## config.mk

```make
export PLATFORM = sky130hd
export DESIGN_NAME = wb_write_queue
export DESIGN_NICKNAME = d
export VERILOG_FILES = /design/src/rtl/wb_write_queue.sv
export SDC_FILE = /design/constraint.sdc
export NUM_CORES = 1
export LEC_CHECK = 0
export CAP_MARGIN = 0
export CORE_ASPECT_RATIO = 0.7
export CORE_UTILIZATION = 41
export CTS_BUF_LIST = sky130_fd_sc_hd__clkbuf_8
export CTS_CLUSTER_DIAMETER = 150
export DETAILED_ROUTE_END_ITERATION = 8
export HOLD_SLACK_MARGIN = 0.1
export PLACE_DENSITY = 0.79
export RECOVER_POWER = 25
export SYNTH_ARGS = -nofsm -noshare
export SYNTH_HDL_FRONTEND = slang
export SYNTH_SLANG_ARGS = --single-unit
export TNS_END_PERCENT = 20
```

## constraint.sdc

```tcl
create_clock -name CLK -period 1.9 [get_ports CLK]
set_input_delay 0.19 -clock CLK [delete_from_list [all_inputs] [get_ports CLK]]
set_output_delay 0.19 -clock CLK [all_outputs]
set_load 0.02 [all_outputs]
```

## src/rtl/wb_write_queue.sv

```systemverilog
// Write-back queue buffering register-file writes ahead of the single write port.
// Define WBQ_FORWARD_EN to enable combinational forwarding lookups of pending entries.
module wb_write_queue #(
    parameter int DEPTH  = 4,
    parameter int DATA_W = 16,
    parameter int ADDR_W = 3
) (
    input  logic                       CLK,
    input  logic                       Reset,
    input  logic                       wb_valid,
    output logic                       wb_ready,
    input  logic [ADDR_W-1:0]          wb_addr,
    input  logic [DATA_W-1:0]          wb_data,
    input  logic                       drain_en,
    output logic [ADDR_W-1:0]          Reg_address3,
    output logic [DATA_W-1:0]          Reg_input_data,
    output logic                       Reg_Write,
    output logic [$clog2(DEPTH+1)-1:0] count,
    input  logic [ADDR_W-1:0]          fwd_addr1,
    input  logic [ADDR_W-1:0]          fwd_addr2,
    output logic                       fwd_hit1,
    output logic [DATA_W-1:0]          fwd_data1,
    output logic                       fwd_hit2,
    output logic [DATA_W-1:0]          fwd_data2
);

    localparam int PTR_W = $clog2(DEPTH);
    localparam int CNT_W = $clog2(DEPTH+1);

    logic [ADDR_W-1:0] r_addr [DEPTH];
    logic [DATA_W-1:0] r_data [DEPTH];
    logic [PTR_W-1:0]  r_head;
    logic [PTR_W-1:0]  r_tail;
    logic [CNT_W-1:0]  r_count;

    logic w_empty;
    logic w_full;
    logic w_push;
    logic w_pop;

    assign w_empty = (r_count == '0);
    assign w_full  = (r_count == CNT_W'(DEPTH));
    assign w_push  = wb_valid && !w_full;
    assign w_pop   = drain_en && !w_empty;

    assign wb_ready       = !w_full;
    assign Reg_Write      = w_pop;
    assign Reg_address3   = w_empty ? '0 : r_addr[r_head];
    assign Reg_input_data = w_empty ? '0 : r_data[r_head];
    assign count          = r_count;

    // Pointers wrap naturally because DEPTH is a power of two.
    always_ff @(posedge CLK) begin
        if (!Reset) begin
            r_head  <= '0;
            r_tail  <= '0;
            r_count <= '0;
        end else begin
            if (w_push) r_tail <= r_tail + 1'b1;
            if (w_pop)  r_head <= r_head + 1'b1;
            case ({w_push, w_pop})
                2'b10:   r_count <= r_count + 1'b1;
                2'b01:   r_count <= r_count - 1'b1;
                default: r_count <= r_count;
            endcase
        end
    end

    always_ff @(posedge CLK) begin
        if (w_push) begin
            r_addr[r_tail] <= wb_addr;
            r_data[r_tail] <= wb_data;
        end
    end

`ifdef WBQ_FORWARD_EN
    logic [PTR_W-1:0] w_idx;

    // Scan oldest to youngest so the youngest match overrides earlier ones.
    always_comb begin
        fwd_hit1  = 1'b0;
        fwd_data1 = '0;
        fwd_hit2  = 1'b0;
        fwd_data2 = '0;
        w_idx     = r_head;
        for (int i = 0; i < DEPTH; i++) begin
            w_idx = r_head + PTR_W'(i);
            if (CNT_W'(i) < r_count) begin
                if (r_addr[w_idx] == fwd_addr1) begin
                    fwd_hit1  = 1'b1;
                    fwd_data1 = r_data[w_idx];
                end
                if (r_addr[w_idx] == fwd_addr2) begin
                    fwd_hit2  = 1'b1;
                    fwd_data2 = r_data[w_idx];
                end
            end
        end
    end
`else
    logic w_unused_fwd;

    assign w_unused_fwd = ^{fwd_addr1, fwd_addr2};
    assign fwd_hit1     = 1'b0;
    assign fwd_data1    = '0;
    assign fwd_hit2     = 1'b0;
    assign fwd_data2    = '0;
`endif

endmodule

```

# Word level (Yosys, flattened, before mapping)
# Memory sizes are Yosys's and may differ from the RTL's. A register that Yosys moved wholly into a read port is not among the register bits.
# Index checks and enable logic that the tools add are counted.
dict set report totals {
  regBits 7
  mem_bits_rw 76
  input_bits 29
  output_inout_bits 58
  word_cells 27
  mem_count 2
}
dict set report op_classes {
  n_addsub 4
  eq_ne 3
  muxes 9
  n_reduce_logical 6
}
# name depth word_bits rd rd_clocked_by_memory_dff write_ports line
set mem_list {}
lappend mem_list {r_data 4 16 1 1 1 31} ;# logic [DATA_W-1:0] r_data [DEPTH];
lappend mem_list {r_addr 4 3 1 1 1 30} ;# logic [ADDR_W-1:0] r_addr [DEPTH];
# op n
set ops {}
lappend ops {{16-bit two-way mux} 1}
lappend ops {{2-bit two-way mux} 4}
lappend ops {{3-bit one-hot mux with 2 select lines} 1}
lappend ops {{2-bit by 1-bit adder with 2-bit output (second input constant)} 2}
lappend ops {{3-bit by 1-bit adder with 3-bit output (second input constant)} 1}
lappend ops {{3-bit == test (second input constant)} 1}
lappend ops {{3-bit logical NOT} 1}
lappend ops {{3-bit two-way mux} 1}
lappend ops {{3-bit by 1-bit subtractor with 3-bit output (second input constant)} 1}
lappend ops {{2-bit by 1-bit == test with 1-bit output (second input constant)} 1}
lappend ops {{2-bit == test (second input constant)} 1}
lappend ops {{1-bit logical AND} 2}
lappend ops {{1-bit logical NOT} 2}
lappend ops {{1-bit two-way mux} 2}
lappend ops {{2-bit nonzero test} 1}

# Depth between registers and ports, before layout
dict set report depth {
  ltp_word 5
  mapped_depth 9
  depth_no_buf 9
}

# Worst setup path after synthesis
# OpenSTA, ideal clock, no wires.
dict set report synth_timing {
  kind {reg2reg}
  from {reg r_count[0], in the netlist count[0]}
  to {reg r_count[2], in the netlist count[2]}
  setup_time_ns 0.076
  arrival_time_ns 2.277
  required_ns 1.824
  path_slack_ns -0.453
  stages_incl_launch_ff 9
  path_buffers 0
  synth_period_minus_slack_ns 2.353
  cell_sequence {dfxtp_1 nor3_2 nor2b_1 ha_1 inv_1 fa_1 xor2_1 or3_1 a21boi_0}
}
dict set report synth_between {
  elab_chain_cells 5
  elab_cells_between_ends 12
}
# element line
set synth_rtl {}
lappend synth_rtl {{from (decl)} 34} ;# logic [CNT_W-1:0] r_count;
lappend synth_rtl {{from (signal assigned)} 62} ;# 2'b10: r_count <= r_count + 1'b1;
lappend synth_rtl {{from (signal assigned)} 63} ;# 2'b01: r_count <= r_count - 1'b1;
lappend synth_rtl {{from (signal assigned)} 64} ;# default: r_count <= r_count;
lappend synth_rtl {{3-bit logical NOT (*)} 41} ;# assign w_empty = (r_count == '0);
lappend synth_rtl {{1-bit logical NOT (*)} 44} ;# assign w_pop = drain_en && !w_empty;
lappend synth_rtl {{1-bit logical AND (*)} 44}
lappend synth_rtl {{via Reg_Write} 17} ;# output logic Reg_Write,
lappend synth_rtl {{2-bit by 1-bit == test with 1-bit output / 2-bit == test (equally long branches)} 61} ;# case ({w_push, w_pop})
lappend synth_rtl {{3-bit one-hot mux with 2 select lines / 2-bit nonzero test (equally long branches)} -}
# The timed path passes the listed nets; every way through them passes the cells marked *.
# A chain may end at the register's enable or synchronous reset.

==> metrics.yaml <==
timing:
  tns_ns: 0
  grt_setup_unrepaired: "yes"
  clock.fmax_mhz: 527
  skew_ns: 0.00533
  drv_slew: 0
  finalCritPeriodShare_pct: 100
  period_needed_ns: 1.90
  setup_violations: 0
  final-hold-violation-count: 0
yosys:
  synth_common_cells: "76 x edfxtp_1, 34 x buf_4, 20 x nor2b_1"
  synth_top_family_by_area: "multiplexers"
  synth_area_um2: 3610
  synth-seq-area-share_pct: 68.1
  synth_cell_type_count: 24
  yosys.area.top_type_share_pct: 63.2
  yosys.area_share.simple_pct: 6.37
  post-synth-top-count-cell: "edfxtp_1"
  synthTopCellsByArea: "edfxtp_1 63%, mux4_2 12%, buf_4 7.1%, dfxtp_1 5.0%, nor2b_1 3.5%"
  synth_compound_area_share_pct: 1.32
  ys_ff_latch: 85
  post_synth_xor_area_fraction_pct: 0.485
  synth_edf_count: 76
  ys_warn_count: 0
  synth_top_flop_cell: "edfxtp_1"
  netlist_instances: 209
  synthMuxAreaShare_pct: 12.4
  yosysTopAreaCell: "edfxtp_1"
  synth_async_sr_flop_share_pct: 0
  synth_fa_ha_area_share_pct: 2.29
  syn_avg_cell_area_um2: 17.3
placement:
  dp_hpwl_um: 4070
  place.gp.congestion: 0.688
  numPortBuffers: 46
outcome:
  outcome: "finished, final reports clean"
power_and_ir_drop:
  switching_share_pct: 33.0
  pwr-share-seq_pct: 42.3
  switchingPower_mw: 1.89
  power_density_nw_per_um2: 1300
  p_leak_nw: 1.59
  power_mw: 5.72
  clkPwrFrac_pct: 19.1
  peakVddDrop_v: 0.000597
  p_comb_share_pct: 38.6
  internal_power_mw: 3.83
setup_path:
  path_delay_family: "multiplexers"
  path_class: "reg -> out"
  crit_arrival_ns: 1.71
  startpoint_type: "flop"
  cp_max_fo: 7
  cp-end-kind: "primary output"
  slowest_delay_ns: 0.51
  worst-path-buf-inv: 2
  required_ns: 1.71
  cpMaxStageDelayCell: "mux4_2"
  worstPathCellList: "buf_12 -> mux4_2 -> nor2b_1 -> buf_2"
final_layout:
  num_antenna_cells: 0
  final_util_pct: 51.5
  drive_above_1_share_pct: 27.9
  syn_to_final_growth_pct: 21.3
  nNetsFinal: 310
floorplan:
  initial_core_util_pct: 42.4
  rows: 28
  io_pins: 87
  fp.dieH_um: 80.5
  core_um2: 8510
  die_w_um: 114
  die_area_um2: 9200
detailed_routing:
  drc: 0
  drt-total-wl_um: 6090
  vias: 1784
  wl_per_cell_um: 15.2
  ant_nets: 0
  drt_pass1_iterations: 4
  viasPerCell: 4.46
  detail_route.iter0.violations: 115
clocking:
  clkTransAtPathRegs_ns: 0.07
  cts_buffer_depth: 2
  cts_buffers: 9
  cts_hold_buf: 0
  cts_tree: "yes"
  cts.sinks: 85
  htree_levels: 3
  clockRootBuffer: "clkbuf_8"
  post_cts_buffers: 0
  insertion_delay_ns: 0.34
flow_run:
  maxCapViolations: 0
global_route:
  grtUsageTotal_pct: 14.9
  grt_max_degree: 23
  grt_pass1_vias: 1838
  antenna_found_initial: 0
  grt_pass1_wl_um: 9630
  grt_overflow: 0
worst_hold_path:
  worstHoldPathType: "reg -> reg"
[routing by layer]
| metal | track usage (%) | wire [µm] |
|---|---|---|
| met1 | 18.8 | 2650 |
| met2 | 24.5 | 3060 |
| met3 | 4.30 | 355 |
| met4 | 5.45 | 24 |
| met5 | 0 | 0 |
[final timing paths]
path | slack (ns) | to | start | cells after the start
setup / recovery | 0.0007 | Reg_address3[1] | flop | 4
hold / removal | 0.49 | flop | r_head[1] | 2
setup reg to reg | 0.07 | count[2] | count[1] | 9
hold reg to reg | 0.49 | flop | r_head[1] | 2
[tightest hold or removal path: stages, from the launching register on]
cell and delay [ns]:
dfxtp_1 0.31, o21ai_0 0.06, a21boi_1 0.07
[cells by family after synthesis]
family                     Yosys count
adders and majority gates            6
muxes                               21
and+or+nand+nor                     39
xor gates and xnor gates             2
DFF                                 85
other                                1
buffers and inverters               47
AOI/OAI and AO/OA                    8
[layout by cell type, fill, tap and decap left out, types with 2 or more instances in the layout]
cell	n
dlygate4sd3_1	13
mux4_2	19
inv_1	8
edfxtp_1	76
a21boi_1	2
and2_1	6
o21ai_0	5
buf_12	3
clkbuf_8	11
clkdlybuf4s50_1	13
or3_1	2
dfxtp_1	5
buf_2	15
nand2_1	8
conb_1	34
buf_4	16
ha_1	4
mux2i_1	2
clkinv_2	2
dfxtp_4	4
nor2b_1	19
[cell type report]
cell class / count / area [µm²]
timing repair buffer: 63 / 571
fill: 696 / 4130
inverter: 6 / 22.5
multi-input combinational: 110 / 991
sequential: 85 / 2480
clock buffer: 11 / 151
tap: 120 / 150
clock inverter: 5 / 21.3
[power by group through the flow]
stage	Sequential, mW	Combinational [mW]	Clock (mW)
6_report	2.42	2.21	1.09
5_1_grt	2.44	2.40	1.20
2_1_floorplan	2.43	1.45	0
4_1_cts	2.42	2.24	1.13
3_3_place_gp	2.42	2.36	0
3_5_place_dp	2.43	2.40	0
[registers in the layout (all words and copies together), names as in the netlist, named ones only]
name and flops:
r_tail 2, r_addr 12, count 3, r_data 64, r_head 2
[metrics by stage]
stage	hold slack, ns	setup slack (ns)	cell area, µm²	std cells
finish	0.486	0.000711	4380	400
global route	0.510	-0.0706	4380	400
CTS	0.468	-0.0353	4370	400
detailed placement	0.478	-0.168	4250	383
global placement	0.467	-0.145	4250	383
floorplan	0.289	0.00746	3780	242
[repair_timing]
action / 4_1_cts / 5_1_grt
setup endpoints to repair: 20 / 21
gates resized for setup: 83 / 5
pin swaps: 0 / 0
cloned: 1 / 0
Note: power is estimated with default switching activity, not from simulation.
==> variant 1 (same settings) <==
The option `WBQ_FORWARD_EN` is turned on by a define.
--- a/src/rtl/wb_write_queue.sv
+++ b/src/rtl/wb_write_queue.sv
@@ -1,5 +1,7 @@
 // Write-back queue buffering register-file writes ahead of the single write port.
 // Define WBQ_FORWARD_EN to enable combinational forwarding lookups of pending entries.
+`define WBQ_FORWARD_EN
+
 module wb_write_queue #(
     parameter int DEPTH  = 4,
     parameter int DATA_W = 16,
Formal check against the unedited RTL: not equivalent (a bounded check fails within 4 cycles, from zero or initial values and one cycle with Reset low).
==> variant 1 against the unedited design <==
The run now ends with setup timing left; non-clock buffer count grew 152; final area grew 120%; sequential power grew 2%; routed wire length grew to 3.9 times the old value; register-to-register slack lost 120 ps; power grew 130%; first-iteration DRC count grew to 6.2 times the old value; sequential cell count is the same; worst setup slack lost 890 ps; count of clock-buffer cells in the layout shrank 2; synthesized area grew 89%; global-route usage grew 14 points.
==> variant 1: results (changes against the unedited design) <==
syn nets = 623
R2R Setup Slk = -50 ps (was 70 ps)
Syn Area/Cell = 11.64 um2 (was 17.29 um2)
DRC viols = 0 (unchanged)
crit path DAT = 2600 ps (was 1710 ps)
via count = 6184 (was 1784)
final worst slack = -891.6 ps (was 0.7113 ps)
Filler Cell Count = 1258 (was 696)
layout cell share with drive strength beyond 1 = 50.46% (was 27.86%)
synth unique cells = 34 (was 24)
drt first pass iters = 6 (was 4)
failing checks = setup timing
final setup TNS = -31530 ps (was 0 ps)
met2 GRT Util = 44.32% (was 24.48%)
Detailed Place HPWL = 17.29 mm (was 4.068 mm)
met1 Track Usage GR = 41.38% (was 18.81%)
number of flops mapped to enable cells by yosys = 76 (unchanged)
largest net degree at the start of global routing = 29 (was 23)
placed cell count = 954 (was 383)
Leak = 3.432 nW (was 1.586 nW)
H-tree depth = 3 (unchanged)
internal power = 7.407 mW (was 3.827 mW)
top cells by area, synth = edfxtp_1 34%, mux4_2 14%, nand4_1 6.4% (was edfxtp_1 63%, mux4_2 12%, buf_4 7.1%)
fin nets = 788 (was 310)
RePlAce Congestion = 0.9345 (was 0.6875)
CTS root buf = clkbuf_8 (unchanged)
status = finished, violations left (was complete, no violations)
Worst path max stage delay = 570 ps (was 510 ps)
Synth async-reset ratio = 0% (unchanged)
1st-iter DRT viols = 714 (was 115)
M3 GR Usage = 5.952% (was 4.302%)
PortBufs = 86 (was 46)
max FFs per register = 64 (unchanged)
most frequent cells after synthesis = 76 x edfxtp_1, 70 x nand4_1, 43 x mux4_2 (was 76 x edfxtp_1, 34 x buf_4, 20 x nor2b_1)
Clk pin slew, worst setup/hold paths = 90 ps (was 70 ps)
Biggest register = r_data (unchanged)
Setup violations, final = 56 (was 0)
yosys warns = 0 (unchanged)
HP Class = in -> reg (was reg -> reg)
critical path's top delay family = multiplexers (unchanged)
worst vdd ir = 0.6048 mV (was 0.5975 mV)
initial antenna violation count = 0 (unchanged)
CTS buffer count = 9 (unchanged)
wire length per cell = 24.19 um (was 15.23 um)
GRT Resource Usage Total = 28.70% (was 14.88%)
CP max FO = 5 (was 7)
crit path max-delay cell type = mux4_2 (unchanged)
skew final = 11.68 ps (was 5.333 ps)
clock buffer depth = 2 (unchanged)
vias in the first global route = 6134 (was 1838)
first-pass GRT wire length = 36.69 mm (was 9.625 mm)
final wirelength = 23.70 mm (was 6.090 mm)
worst slew pin tran = 547.5 ps
Seq/Total Area, Yosys = 36.15% (was 68.14%)
## variant 1: cell types whose count changed after synthesis, sizes merged, moves of 28 or more
| cell | before | now |
|---|---|---|
| a21oi | 0 | 33 |
| mux2i | 2 | 33 |
| and2 | 6 | 41 |
| mux2 | 0 | 32 |
| o2bb2ai | 0 | 32 |
| o211ai | 0 | 32 |
| xnor2 | 1 | 29 |
| nand4 | 0 | 70 |
## variant 1: cells by family (layout without fill, tap and decap cells)
logic type | after synthesis | count (layout) | share of synthesized area, %
buf+inv | 67 | 237 | 5.033
xor+xnor | 29 | 29 | 4.280
flops | 85 | 85 | 36.15
fa+ha+maj | 9 | 9 | 1.653
simple gates | 152 | 152 | 13.30
compound gates | 134 | 134 | 14.84
mux | 109 | 109 | 24.74
## variant 1: final timing paths
path / start / end / cells after the start
max: r_head[0]$_SDFFE_PN0P_ / fwd_data2[0] / 8
max reg2reg: count[0]$_SDFFE_PN0P_ / count[2]$_SDFFE_PN0P_ / 8
min: wb_data[1] / r_data[0][1]$_DFFE_PP_ / 1
min reg2reg: r_tail[1]$_SDFFE_PN0P_ / r_tail[1]$_SDFFE_PN0P_ / 4
## variant 1: layer usage
layer  part of all wire (%)  vias up
met5                      0        -
met1                     43     3076
met3                     10       43
li1                       -     2690
met4                    1.7        0
met2                     45      375
## variant 1: stage by stage
step | setup WS (ps) | cell area [um2] | hold WS [ps] | power [mW]
floorplan | -413.0 | 7244 | 288.9 | 7.584
global placement | -992.1 | 9231 | 636.3 | 11.34
detailed placement | -1039 | 9231 | 687.1 | 11.49
CTS | -867.8 | 9717 | 461.9 | 12.91
global route | -1016 | 9844 | 521.5 | 13.86
finish | -891.6 | 9844 | 489.5 | 13.29
## variant 1: final cells by class
| class | count | area share (%) |
|---|---|---|
| Clock inverter | 7 | 0.3305 |
| Sequential cell | 85 | 25.19 |
| Clock buffer | 9 | 1.258 |
| Multi-Input combinational cell | 433 | 47.48 |
| Timing Repair Buffer | 215 | 22.65 |
| Tap cell | 225 | 2.860 |
| Inverter | 6 | 0.2288 |
## variant 1: power groups by stage
stage | Clock (mW) | Sequential [mW] | Combinational (mW)
4_1_cts | 1.07 | 2.46 | 9.38
2_1_floorplan | 0 | 2.44 | 5.15
5_1_grt | 1.13 | 2.50 | 10.2
3_5_place_dp | 0 | 2.51 | 8.98
3_3_place_gp | 0 | 2.48 | 8.86
6_report | 1.04 | 2.48 | 9.77
## variant 1: repair_timing
| action | 4_1_cts | 5_1_grt |
|---|---|---|
| resized for setup | 354 | 34 |
| pin swaps | 37 | 33 |
| setup endpoints to repair | 58 | 58 |
| setup buffers | 7 | 1 |
| gates cloned | 2 | 1 |
==> variant 2 (config.mk and constraints unchanged) <==
Without the edit above. Put one more register stage on the output `count`, without a reset. The value now appears one clock later. The other outputs are not delayed to match.
--- a/src/rtl/wb_write_queue.sv
+++ b/src/rtl/wb_write_queue.sv
@@ -47,7 +47,9 @@
     assign Reg_Write      = w_pop;
     assign Reg_address3   = w_empty ? '0 : r_addr[r_head];
     assign Reg_input_data = w_empty ? '0 : r_data[r_head];
-    assign count          = r_count;
+    always_ff @(posedge CLK) begin
+        count <= r_count;
+    end
 
     // Pointers wrap naturally because DEPTH is a power of two.
     always_ff @(posedge CLK) begin
Function: changed (a bounded check fails within 4 cycles, from zero or initial values and one cycle with Reset low).
==> variant 2 against the unedited design <==
Worst setup slack worse by 12 ps; non-clock buffer count is 4 higher; highest routed layer unchanged; first-iteration DRC count is 38% lower; the flow now finishes with violations (setup timing); sequential share of layout area is 0.19 points lower; final area is 2.6% higher; routed wire length is 2.7% higher; sequential cell count is 3 higher; synthesized area is 1.8% higher; power is 4.3% higher.
==> variant 2: results (changes against the unedited design) <==
CP max FO = 5 (was 7)
failing checks = setup timing
Clk Latency, worst-skew pair = 360 ps (was 340 ps)
R2R Setup Slk = 0 ps (was 70 ps)
1st-iter DRT viols = 71 (was 115)
final hold slack = 439.5 ps (was 485.7 ps)
non-filler instance count after layout = 407 (was 400)
fin nets = 317 (was 310)
Clock power frac = 18.9% (was 19.1%)
final worst slack = -11.09 ps (was 0.7113 ps)
FF+latch count, synth = 88 (was 85)
wl on met1 = 2.803 mm (was 2.647 mm)
synth unique cells = 25 (was 24)
Seq/Total Area, Yosys = 68.57% (was 68.14%)
top cells by area, synth = edfxtp_1 62%, mux4_2 12%, buf_4 6.9% (was edfxtp_1 63%, mux4_2 12%, buf_4 7.1%)
post-CTS setup repair buffer count = 2 (was 0)
met1 Track Usage GR = 18.79% (was 18.81%)
RePlAce Congestion = 0.7125 (was 0.6875)
met3 WL = 273 um (was 355 um)
internal power = 3.946 mW (was 3.827 mW)
worst vdd ir = 0.6739 mV (was 0.5975 mV)
Detailed Place HPWL = 4.046 mm (was 4.068 mm)
Setup violations, final = 4 (was 0)
post-CTS sizing = 90 (was 83)
pre-CTS setup slack = -232.5 ps (was -168.0 ps)
met2 GRT Util = 24.10% (was 24.48%)
vias in the first global route = 1846 (was 1838)
status = finished, violations left (was complete, no violations)
via/cell ratio = 4.523 (was 4.460)
bufs w/o clock = 67 (was 63)
placed cell count = 389 (was 383)
Clk pin slew, worst setup/hold paths = 90 ps (was 70 ps)
multi-input gate share of the layout cell area = 22.40% (was 22.60%)
M3 GR Usage = 4.328% (was 4.302%)
first-pass GRT wire length = 9.680 mm (was 9.625 mm)
layout cell share with drive strength beyond 1 = 29.97% (was 27.86%)
wire length per cell = 15.36 um (was 15.23 um)
sequential power share = 41.9% (was 42.3%)
## variant 2: cell types whose count changed after synthesis
cell,unedited run,this run
a21boi_1,2,1
and2b_1,0,4
nor2b_1,20,16
dfxtp_1,9,12
a21boi_0,1,2
## variant 2: worst paths after layout
kind | start | to
setup / recovery | flip-flop | Reg_address3[1]
setup reg to reg | r_count[0]$_SDFFE_PN0P_ | r_count[2]$_SDFFE_PN0P_
hold reg to reg | r_count[0]$_SDFFE_PN0P_ | count[0]$_DFF_P_
hold / removal | r_count[0]$_SDFFE_PN0P_ | count[0]$_DFF_P_
## variant 2: cell families (layout without fill, tap and decap cells)
family                   Yosys count  in the layout  synth area share [%]
AO/OA/AOI/OAI                      8              8                 1.292
XOR/XNOR                           2              2                0.4763
adder cells (fa/ha/maj)            6              6                 2.245
buffers and inverters             47             89                 8.741
flip-flops                        88             88                 68.57
multiplexers                      21             21                 12.18
other                              1             34                0.1019
AND/OR/NAND/NOR                   39             39                 6.395
